--- config.mk ---
export PLATFORM = sky130hd
export DESIGN_NAME = flag_offset_encoder_flat
export DESIGN_NICKNAME = d
export VERILOG_FILES = /design/src/rtl/flag_offset_encoder_pkg.sv /design/src/rtl/flag_offset_encoder_if.sv /design/src/rtl/flag_offset_encoder_packer.sv /design/src/rtl/flag_offset_encoder.sv /design/src/flat_wrapper.sv
export SDC_FILE = /design/constraint.sdc
export NUM_CORES = 1
export LEC_CHECK = 0
export BUFFER_PORTS_ARGS = -buffer_cell sky130_fd_sc_hd__buf_4
export CAP_MARGIN = 20
export CORE_UTILIZATION = 50
export CTS_CLUSTER_SIZE = 14
export DETAILED_ROUTE_END_ITERATION = 8
export GPL_TIMING_DRIVEN = 0
export PLACE_DENSITY = 0.7
export SETUP_SLACK_MARGIN = 0.4
export SLEW_MARGIN = 25
export SYNTH_ARGS = -nofsm -noshare
export SYNTH_HDL_FRONTEND = slang
export SYNTH_SLANG_ARGS = --single-unit
export TNS_END_PERCENT = 5
--- constraint.sdc ---
create_clock -name clk -period 8 [get_ports clk]
set_clock_uncertainty 0.15 [all_clocks]
set_input_delay 0.4 -clock clk [delete_from_list [all_inputs] [get_ports clk]]
set_output_delay 0.4 -clock clk [all_outputs]
set_load 0.01 [all_outputs]
--- src/rtl/flag_offset_encoder_pkg.sv ---
// Shared defaults, log2 helper macro and FSM encoding for the flag/offset sparsity encoder.
// Optional magnitude pruning is enabled by defining FLGOFFSET_ENC_THRESH_EN.
`ifndef C_LOG_2
`define C_LOG_2(n) (((n) <= 1) ? 1 : $clog2(n))
`endif

package flag_offset_encoder_pkg;

  localparam int unsigned DefDataWidth = 32;
  localparam int unsigned DefActWidth  = 8;
  localparam int unsigned DefPackNum   = 4;

  typedef enum logic [1:0] {
    StIdle    = 2'd0,
    StCollect = 2'd1,
    StFlush   = 2'd2,
    StEmit    = 2'd3
  } enc_state_e;

endpackage

--- src/rtl/flag_offset_encoder_if.sv ---
// Handshake bundle for the flag/offset encoder: dense input, packed word output, flag output.
// I_Thr exists only when FLGOFFSET_ENC_THRESH_EN is defined.
interface flag_offset_encoder_if
  import flag_offset_encoder_pkg::*;
#(
  parameter int unsigned DATA_WIDTH = DefDataWidth,
  parameter int unsigned ACT_WIDTH  = DefActWidth,
  parameter int unsigned PACK_NUM   = DefPackNum
) ();

  logic                          I_Sta;
  logic                          I_Dat_val;
  logic [ACT_WIDTH-1:0]          I_Dat;
  logic                          O_Dat_rdy;
  logic [PACK_NUM*ACT_WIDTH-1:0] O_Word;
  logic                          O_Word_val;
  logic                          I_Word_rdy;
  logic [DATA_WIDTH-1:0]         O_Flag;
  logic                          O_Flag_val;
  logic                          I_Flag_rdy;
  logic                          O_fnh;
`ifdef FLGOFFSET_ENC_THRESH_EN
  logic [ACT_WIDTH-2:0]          I_Thr;
`endif

  modport master (
    output I_Sta, I_Dat_val, I_Dat, I_Word_rdy, I_Flag_rdy,
`ifdef FLGOFFSET_ENC_THRESH_EN
    output I_Thr,
`endif
    input  O_Dat_rdy, O_Word, O_Word_val, O_Flag, O_Flag_val, O_fnh
  );

  modport slave (
    input  I_Sta, I_Dat_val, I_Dat, I_Word_rdy, I_Flag_rdy,
`ifdef FLGOFFSET_ENC_THRESH_EN
    input  I_Thr,
`endif
    output O_Dat_rdy, O_Word, O_Word_val, O_Flag, O_Flag_val, O_fnh
  );

endinterface

--- src/rtl/flag_offset_encoder_packer.sv ---
// Packs kept activations PACK_NUM per word: fill register feeding a single output register
// with valid/ready. A full fill register waits for the output register and stalls the input.
module flag_offset_packer
  import flag_offset_encoder_pkg::*;
#(
  parameter int unsigned ACT_WIDTH = DefActWidth,
  parameter int unsigned PACK_NUM  = DefPackNum
) (
  input  logic                          clk,
  input  logic                          rst_n,
  input  logic                          clr_i,
  input  logic                          push_i,
  input  logic [ACT_WIDTH-1:0]          push_dat_i,
  input  logic                          flush_i,
  input  logic                          word_rdy_i,
  output logic                          push_rdy_o,
  output logic                          drained_o,
  output logic [PACK_NUM*ACT_WIDTH-1:0] word_o,
  output logic                          word_val_o
);

  localparam int unsigned CntW  = $clog2(PACK_NUM + 1);
  localparam int unsigned SlotW = `C_LOG_2(PACK_NUM);

  logic [PACK_NUM-1:0][ACT_WIDTH-1:0] fill_q, fill_d;
  logic [CntW-1:0]                    fill_cnt_q, fill_cnt_d;
  logic [PACK_NUM*ACT_WIDTH-1:0]      out_q, out_d;
  logic                               out_val_q, out_val_d;
  logic                               out_free, fill_full, moved;

  always_comb begin
    out_free   = ~out_val_q | word_rdy_i;
    fill_full  = (fill_cnt_q == CntW'(PACK_NUM));
    push_rdy_o = ~(fill_full & ~out_free);
    drained_o  = (fill_cnt_q == '0) & out_free;
    fill_d     = fill_q;
    fill_cnt_d = fill_cnt_q;
    out_d      = out_q;
    out_val_d  = out_val_q & ~word_rdy_i;
    moved      = 1'b0;
    if (clr_i) begin
      fill_d     = '0;
      fill_cnt_d = '0;
      out_d      = '0;
      out_val_d  = 1'b0;
    end else begin
      // Slots are cleared on every move, so a flushed partial word is zero-padded.
      if (out_free && (fill_full || (flush_i && (fill_cnt_q != '0)))) begin
        out_d      = fill_q;
        out_val_d  = 1'b1;
        fill_d     = '0;
        fill_cnt_d = '0;
        moved      = 1'b1;
      end
      if (push_i && push_rdy_o) begin
        fill_d[fill_cnt_d[SlotW-1:0]] = push_dat_i;
        fill_cnt_d = fill_cnt_d + CntW'(1);
        if (!moved && out_free && (fill_cnt_d == CntW'(PACK_NUM))) begin
          out_d      = fill_d;
          out_val_d  = 1'b1;
          fill_d     = '0;
          fill_cnt_d = '0;
        end
      end
    end
  end

  always_ff @(posedge clk or negedge rst_n) begin
    if (!rst_n) begin
      fill_q     <= '0;
      fill_cnt_q <= '0;
      out_q      <= '0;
      out_val_q  <= 1'b0;
    end else begin
      fill_q     <= fill_d;
      fill_cnt_q <= fill_cnt_d;
      out_q      <= out_d;
      out_val_q  <= out_val_d;
    end
  end

  assign word_o     = out_q;
  assign word_val_o = out_val_q;

endmodule

--- src/rtl/flag_offset_encoder.sv ---
// Sparsity encoder top: FSM, channel counter, flag accumulator and zero/threshold test.
// Define FLGOFFSET_ENC_THRESH_EN to add I_Thr magnitude pruning.
module flag_offset_encoder
  import flag_offset_encoder_pkg::*;
#(
  parameter int unsigned DATA_WIDTH = DefDataWidth,
  parameter int unsigned ACT_WIDTH  = DefActWidth,
  parameter int unsigned PACK_NUM   = DefPackNum
) (
  input logic                  clk,
  input logic                  rst_n,
  flag_offset_encoder_if.slave bus
);

  localparam int unsigned    ChW    = `C_LOG_2(DATA_WIDTH);
  localparam logic [ChW-1:0] LastCh = ChW'(DATA_WIDTH - 1);

  enc_state_e            state_q, state_d;
  logic [ChW-1:0]        ch_q, ch_d, bit_idx;
  logic [DATA_WIDTH-1:0] acc_q, acc_d;
  logic [DATA_WIDTH-1:0] flag_q, flag_d;
  logic                  flag_val_q, flag_val_d;
  logic                  keep, beat, dat_rdy, push_rdy, drained;

`ifdef FLGOFFSET_ENC_THRESH_EN
  logic [ACT_WIDTH-1:0] mag;
  // The most negative code negates to itself, which as unsigned exceeds any threshold.
  always_comb begin
    mag  = bus.I_Dat[ACT_WIDTH-1] ? ((~bus.I_Dat) + ACT_WIDTH'(1)) : bus.I_Dat;
    keep = (mag > {1'b0, bus.I_Thr});
  end
`else
  assign keep = |bus.I_Dat;
`endif

  assign dat_rdy = (state_q == StCollect) & push_rdy;
  assign beat    = bus.I_Dat_val & dat_rdy & ~bus.I_Sta;

  always_comb begin
    state_d    = state_q;
    ch_d       = ch_q;
    acc_d      = acc_q;
    flag_d     = flag_q;
    flag_val_d = flag_val_q;
    bit_idx    = LastCh - ch_q;
    if (bus.I_Sta) begin
      state_d    = StCollect;
      ch_d       = '0;
      acc_d      = '0;
      flag_val_d = 1'b0;
    end else begin
      unique case (state_q)
        StIdle: ;
        StCollect: begin
          if (beat) begin
            if (keep) acc_d[bit_idx] = 1'b1;
            ch_d = ch_q + ChW'(1);
            if (ch_q == LastCh) begin
              ch_d    = '0;
              state_d = StFlush;
            end
          end
        end
        StFlush: begin
          if (drained) begin
            state_d    = StEmit;
            flag_d     = acc_q;
            flag_val_d = 1'b1;
          end
        end
        StEmit: begin
          if (flag_val_q && bus.I_Flag_rdy) begin
            state_d    = StCollect;
            flag_val_d = 1'b0;
            ch_d       = '0;
            acc_d      = '0;
          end
        end
        default: ;
      endcase
    end
  end

  always_ff @(posedge clk or negedge rst_n) begin
    if (!rst_n) begin
      state_q    <= StIdle;
      ch_q       <= '0;
      acc_q      <= '0;
      flag_q     <= '0;
      flag_val_q <= 1'b0;
    end else begin
      state_q    <= state_d;
      ch_q       <= ch_d;
      acc_q      <= acc_d;
      flag_q     <= flag_d;
      flag_val_q <= flag_val_d;
    end
  end

  flag_offset_packer #(
    .ACT_WIDTH (ACT_WIDTH),
    .PACK_NUM  (PACK_NUM)
  ) u_packer (
    .clk        (clk),
    .rst_n      (rst_n),
    .clr_i      (bus.I_Sta),
    .push_i     (beat & keep),
    .push_dat_i (bus.I_Dat),
    .flush_i    ((state_q == StFlush) & ~bus.I_Sta),
    .word_rdy_i (bus.I_Word_rdy),
    .push_rdy_o (push_rdy),
    .drained_o  (drained),
    .word_o     (bus.O_Word),
    .word_val_o (bus.O_Word_val)
  );

  assign bus.O_Dat_rdy  = dat_rdy;
  assign bus.O_Flag     = flag_q;
  assign bus.O_Flag_val = flag_val_q;
  assign bus.O_fnh      = (state_q == StIdle);

endmodule

--- src/flat_wrapper.sv ---
// flat-port wrapper written by rule: the top's interface ports become plain ports
module flag_offset_encoder_flat import flag_offset_encoder_pkg::*;
#(
  parameter int unsigned DATA_WIDTH = DefDataWidth,
  parameter int unsigned ACT_WIDTH  = DefActWidth,
  parameter int unsigned PACK_NUM   = DefPackNum
)
  (clk, rst_n, bus_I_Sta, bus_I_Dat_val, bus_I_Dat, bus_I_Word_rdy, bus_I_Flag_rdy, bus_O_Dat_rdy, bus_O_Word, bus_O_Word_val, bus_O_Flag, bus_O_Flag_val, bus_O_fnh);
  flag_offset_encoder_if #(.DATA_WIDTH(DATA_WIDTH), .ACT_WIDTH(ACT_WIDTH), .PACK_NUM(PACK_NUM)) bus_i ();
  input logic clk;
  input logic rst_n;
  input wire logic [$bits(bus_i.I_Sta)-1:0] bus_I_Sta;
  input wire logic [$bits(bus_i.I_Dat_val)-1:0] bus_I_Dat_val;
  input wire logic [$bits(bus_i.I_Dat)-1:0] bus_I_Dat;
  input wire logic [$bits(bus_i.I_Word_rdy)-1:0] bus_I_Word_rdy;
  input wire logic [$bits(bus_i.I_Flag_rdy)-1:0] bus_I_Flag_rdy;
  output wire logic [$bits(bus_i.O_Dat_rdy)-1:0] bus_O_Dat_rdy;
  output wire logic [$bits(bus_i.O_Word)-1:0] bus_O_Word;
  output wire logic [$bits(bus_i.O_Word_val)-1:0] bus_O_Word_val;
  output wire logic [$bits(bus_i.O_Flag)-1:0] bus_O_Flag;
  output wire logic [$bits(bus_i.O_Flag_val)-1:0] bus_O_Flag_val;
  output wire logic [$bits(bus_i.O_fnh)-1:0] bus_O_fnh;
  assign bus_i.I_Sta = bus_I_Sta;
  assign bus_i.I_Dat_val = bus_I_Dat_val;
  assign bus_i.I_Dat = bus_I_Dat;
  assign bus_i.I_Word_rdy = bus_I_Word_rdy;
  assign bus_i.I_Flag_rdy = bus_I_Flag_rdy;
  assign bus_O_Dat_rdy = bus_i.O_Dat_rdy;
  assign bus_O_Word = bus_i.O_Word;
  assign bus_O_Word_val = bus_i.O_Word_val;
  assign bus_O_Flag = bus_i.O_Flag;
  assign bus_O_Flag_val = bus_i.O_Flag_val;
  assign bus_O_fnh = bus_i.O_fnh;
  flag_offset_encoder #(.DATA_WIDTH(DATA_WIDTH), .ACT_WIDTH(ACT_WIDTH), .PACK_NUM(PACK_NUM)) u_core (.clk(clk), .rst_n(rst_n), .bus(bus_i));
endmodule
; ---- Word-level counts from Yosys, hierarchy flattened
; Cells that the tools add are included.
[totals]
register_bits = 140
out_inout_bits = 68
wordCells = 112
[classes]
add_sub_neg = 3
magnitude_cmp = 4
n_eq_ne = 11
muxes = 45
n_bitwise = 15
reduce_logical = 22
[ops]
columns = cell, n
row1 = two-way mux 32 bit, 13
row2 = case mux 32 bit (2 select lines), 1
row3 = bitwise mux 32 bit, 1
row4 = OR 32 bit, 1
row5 = two-way mux 5 bit, 4
row6 = demux 8 bit (select 2 bit), 1
row7 = two-way mux 3 bit, 5
row8 = "!= test 3 x 2 -> 1 bit, second input constant", 4
row9 = two-way mux 1 bit, 10
row10 = two-way mux 2 bit, 5
row11 = case mux 5 bit (2 select lines), 1
row12 = AND reduction 3 bit, 3
row13 = nonzero test 3 bit, 3
row14 = bitwise AND 1 bit, 8
row15 = logical AND 1 bit, 8
row16 = two-way mux 8 bit, 1
row17 = OR reduction 8 bit, 1
row18 = "== test 3 bit, second input constant", 2
row19 = "< comparator 5 x 6 -> 1 bit, second input constant", 1
row20 = case mux 2 bit (3 select lines), 1
row21 = "adder 5 x 1 -> 5 bit, second input constant", 1
row22 = demux 1 bit (select 5 bit), 1
row23 = "== test 5 bit, second input constant", 1
row24 = "greater-or-equal comparator 5 x 1 -> 1 bit, second input constant", 1
row25 = other kinds (17), 22

; ---- Longest topological paths before layout
[logic_depth]
word_depth = 15
depth_mapped = 13
mapped_depth_nobuf = 11

; ---- Cells and area by module
; A second synthesis with hierarchy kept.
[unflattened]
hier_cells = 619
hier_area_um2 = 6812.8
[by_module_without_submodules]
columns = module, n_inst, cells_per_inst, area_per_inst_um2, seq_area_each_um2
row1 = flag_offset_packer, 1, 405, 3761.1, 1701.6
row2 = flag_offset_encoder, 1, 214, 3051.7, 1801.7

; ---- Worst setup path before layout
; OpenSTA, ideal clock, no wires.
[synth_path]
path_type = register to register
start = reg u_core.state_q[0]
end = reg u_core.u_packer.fill_q[10] (netlist bit)
setup_ns = 0.067
t_arrival_ns = 2.793
slack_ns = 4.990
stages_incl_launch_ff = 14
synth_period_minus_slack_ns = 3.010
cell_sequence = dfrtp_1 inv_1 ha_1 nand2b_1 o21ai_0 inv_1 ha_1 clkbuf_1 nor2b_1 mux2i_1 nor2_1 nor2_1 clkbuf_1 a32o_1
[synth_rtl]
columns = element, line
row1 = "start, declared", flag_offset_encoder.sv:18  ; enc_state_e state_q, state_d;
row2 = "start signal, assigned", flag_offset_encoder.sv:86  ; state_q <= StIdle;
row3 = "start signal, assigned", flag_offset_encoder.sv:92  ; state_q <= state_d;
row4 = "end signal, assigned", flag_offset_encoder_packer.sv:75  ; fill_q <= fill_d;
row5 = "end, declared", flag_offset_encoder_packer.sv:25  ; logic [PACK_NUM-1:0][ACT_WIDTH-1:0] fill_q, fill_d;

==> results.cfg <==
[detailed_routing]
drt_iter0_markers = 450
drc = 0
dr_total_vias = 5178
via_per_inst = 5.87
wirelength_um = 16700
wl_per_cell_um = 19.0
ant_nets = 0
drt_pass1_iterations = 5

[synthesis]
ys_ff_latch = 140
syn-instance-count = 592
synthesis.area_mm2 = 0.00677
synthFlopType = dfrtp_1
syn_area_per_cell_um2 = 11.4
ys_seq_area_share_pct = 51.7
synth_edf_count = 0
synth_cell_types = 46
yosys_warnings = 0
synthesis.nets = 620
async_flop_share_pct = 100

[timing]
finalHoldViolations = 0
slew_headroom_pct = 29.1
max_freq_mhz = 257
finalSetupTns_ns = 0
final-setup-viol-count = 0
worstMarginPinSlew_ns = 1.06
timing.final.crit_share_pct = 48.7
period_needed_ns = 3.89
rsz0062_at_grt = no
finalWorstSetupSlack_ns = 4.11
drv_slew = 0

[pwr]
worst_ir_drop_vdd_mv = 0.125
p_int_uw = 1350
cellLeakagePower_uw = 0.00407
pwr-share-seq_pct = 40.3
sw_frac_of_total_pct = 29.5
power_uw = 1910
p_comb_share_pct = 19.2
p_per_area_mw_per_mm2 = 232
pwr-share-clk_pct = 40.5
switching_power_uw = 566

[worst_hold_path]
hold_end = u_core.bus.O_Flag_val
hold_path_class = input pin to flip-flop
hp-start = bus_I_Flag_rdy
hold_path_depth = 4

[die]
rows = 42
initial_utilization_pct = 51.1
die_w_um = 118
die_h_um = 118
die-area_mm2 = 0.0140
io_pins = 82
core_mm2 = 0.0132

[worst_setup_path]
rr_startpoint = u_core.state_q[0]
critPathSlowestCell = clkbuf_1
r2r_end = u_core.u_packer.fill_q[7]
cp-start-kind = flip-flop
critPathCaptureType = flip-flop
max_stage_delay_ns = 0.48
required_ns = 8.20
cp_cell_sequence = inv_1 -> ha_1 -> nand2b_1 -> o21ai_0 -> inv_1 -> ha_1 -> clkbuf_1 -> nor2b_1 -> mux2i_1 -> nor2_1 -> nor2_1 -> clkbuf_1 -> a32o_1
r2r_setup_slack_ns = 4.11
arrival_ns = 4.10
critPathMaxFanout = 10
worst-setup-path-type = flip-flop to flip-flop
r2r.worst_path.cells = 13

[outcome]
outcome = finished clean

[global_route]
grt_pass1_wl_um = 27600
grt_pass1_vias = 5414
grt-ovfl-total = 0
grt_use_total_pct = 25.3
antenna_found_initial = 0
grt_max_degree = 85

[clock_network]
clkTransAtPathRegs_ns = 0.06
cts_tree = built
post_cts_buffers = 0
cts-htree-levels = 4
cts_sinks = 140
clk_latency_ns = 0.42
numCtsBuffers = 17
cts_root_buffer = clkbuf_16
cts.path.max_buffers = 2

[placed_design]
place_ws_ns = 4.23
place.gp.congestion = 0.858
dpl.hpwl_um = 11200
numPortBuffers = 80

[finish]
drive_gt1_share_pct = 26.3
antenna_cells = 0
nets = 721
area_growth_pct = 21.6

[run]
drv_cap = 0
==> through the flow <==
stage               utilization, %  hold WS (ns)  cell area, um^2  std cells
finish                        62.2         0.174             8230        882
detailed placement            57.6         0.209             7630        849
global route                  62.2         0.220             8230        882
floorplan                        -       -0.0456             6770        592
global placement              57.3         0.323             7590        848
CTS                           62.1         0.166             8230        882
==> registers in the layout (all words and copies together) (netlist names) <==
| name | cells |
|---|---|
| u_core.u_packer.word_o | 32 |
| u_core.ch_q | 5 |
| u_core.u_packer.word_val_o | 1 |
| u_core.acc_q | 32 |
| u_core.bus.O_Flag_val | 1 |
| u_core.u_packer.fill_cnt_q | 3 |
| u_core.bus.O_Flag | 32 |
| u_core.state_q | 2 |
| u_core.u_packer.fill_q | 32 |
==> synthesized netlist by cell type (all sizes together) (5+ instances only) <==
| master | number | share of area, % |
|---|---|---|
| nor4b | 5 | 1.0 |
| ha | 14 | 2.6 |
| nand2 | 37 | 2.1 |
| a32o | 32 | 4.7 |
| nor2 | 49 | 2.8 |
| mux2 | 34 | 5.7 |
| a21oi | 66 | 4.9 |
| buf | 28 | 2.4 |
| mux2i | 67 | 9.9 |
| nand3b | 9 | 1.0 |
| clkbuf | 17 | 0.94 |
| o31ai | 35 | 4.1 |
| o21ai | 10 | 0.85 |
| dfrtp | 140 | 52 |
| inv | 9 | 0.50 |
==> final cells by class <==
type                       instances  area (um^2)
buffer                            45          225
clock buffer                      20          447
clock inverter                    12          140
fill                            1075         5010
inverter                           9         33.8
multi-input combinational        398         3020
sequential                       140         3500
tap                              176          220
timing repair buffer              82          646
==> layer usage <==
metal	wire, um	global-route usage [%]
met5	0	0
met3	925	5.41
met1	7670	35.0
met4	188	9.34
met2	7960	39.3
==> power groups by stage <==
stage	combinational, uW	clock [uW]	sequential [uW]
2_1_floorplan	241	0	780
3_3_place_gp	345	0	781
3_5_place_dp	358	0	784
4_1_cts	362	786	771
5_1_grt	403	816	776
6_report	368	775	772
==> worst max-delay path, delay by kind of cell (launching register included) <==
family                   cells  cell delay, ns
buffers and inverters        4            0.92
flip-flops                   1            0.43
AO/OA/AOI/OAI                2            0.73
adder cells (fa/ha/maj)      2            0.45
multiplexers                 1            0.34
AND/OR/NAND/NOR              4            0.82
==> how the worst max path moves through the flow <==
stage                            from                          to  slack [ns]  depth (start not counted)
CTS                 u_core.state_q[0]  u_core.u_packer.word_o[10]        4.20                         12
global route        u_core.state_q[0]   u_core.u_packer.fill_q[7]        3.78                         13
finish              u_core.state_q[0]   u_core.u_packer.fill_q[7]        4.11                         13
floorplan           u_core.state_q[0]  u_core.u_packer.fill_q[10]        4.99                         13
global placement    u_core.state_q[0]  u_core.u_packer.word_o[12]        4.31                         12
detailed placement  u_core.state_q[0]  u_core.u_packer.word_o[10]        4.23                         12
==> cell families after synthesis <==
group | Yosys count | share of synthesized area, %
adder cells (fa/ha/maj) | 14 | 2.59
XOR/XNOR | 3 | 0.388
flip-flops | 140 | 51.7
multiplexers | 101 | 15.6
buffers and inverters | 54 | 3.82
AND/OR/NAND/NOR | 128 | 9.99
AO/OA/AOI/OAI | 152 | 15.9
==> placed cells by master (no fill, tap or decap), drive strengths merged, types with 2 or more instances in the layout <==
cell type | netlist | final
a21oi | 66 | 66
o21a | 2 | 2
nand3 | 2 | 2
nand3b | 9 | 9
nor2 | 49 | 49
inv | 9 | 11
nor4b | 5 | 5
and3 | 2 | 2
or3b | 2 | 2
a32o | 32 | 32
nor3 | 3 | 3
or4 | 2 | 2
mux2i | 67 | 67
xor2 | 2 | 2
nand2b | 3 | 3
o21ai | 10 | 10
nor3b | 3 | 3
o31ai | 35 | 35
mux2 | 34 | 34
and3b | 2 | 2
a22oi | 2 | 2
clkinvlp | 0 | 3
buf | 28 | 109
bufinv | 0 | 2
clkinv | 0 | 5
nor4 | 3 | 3
ha | 14 | 14
dfrtp | 140 | 140
nor2b | 3 | 3
clkbuf | 17 | 37
nand2 | 37 | 37
==> repair_timing <==
action / in CTS / in global routing
endpoints found under the hold margin: 56 / 0
resized for setup: 0 / 0
hold buffers: 1 / 0
(Power assumes the default switching activity.)
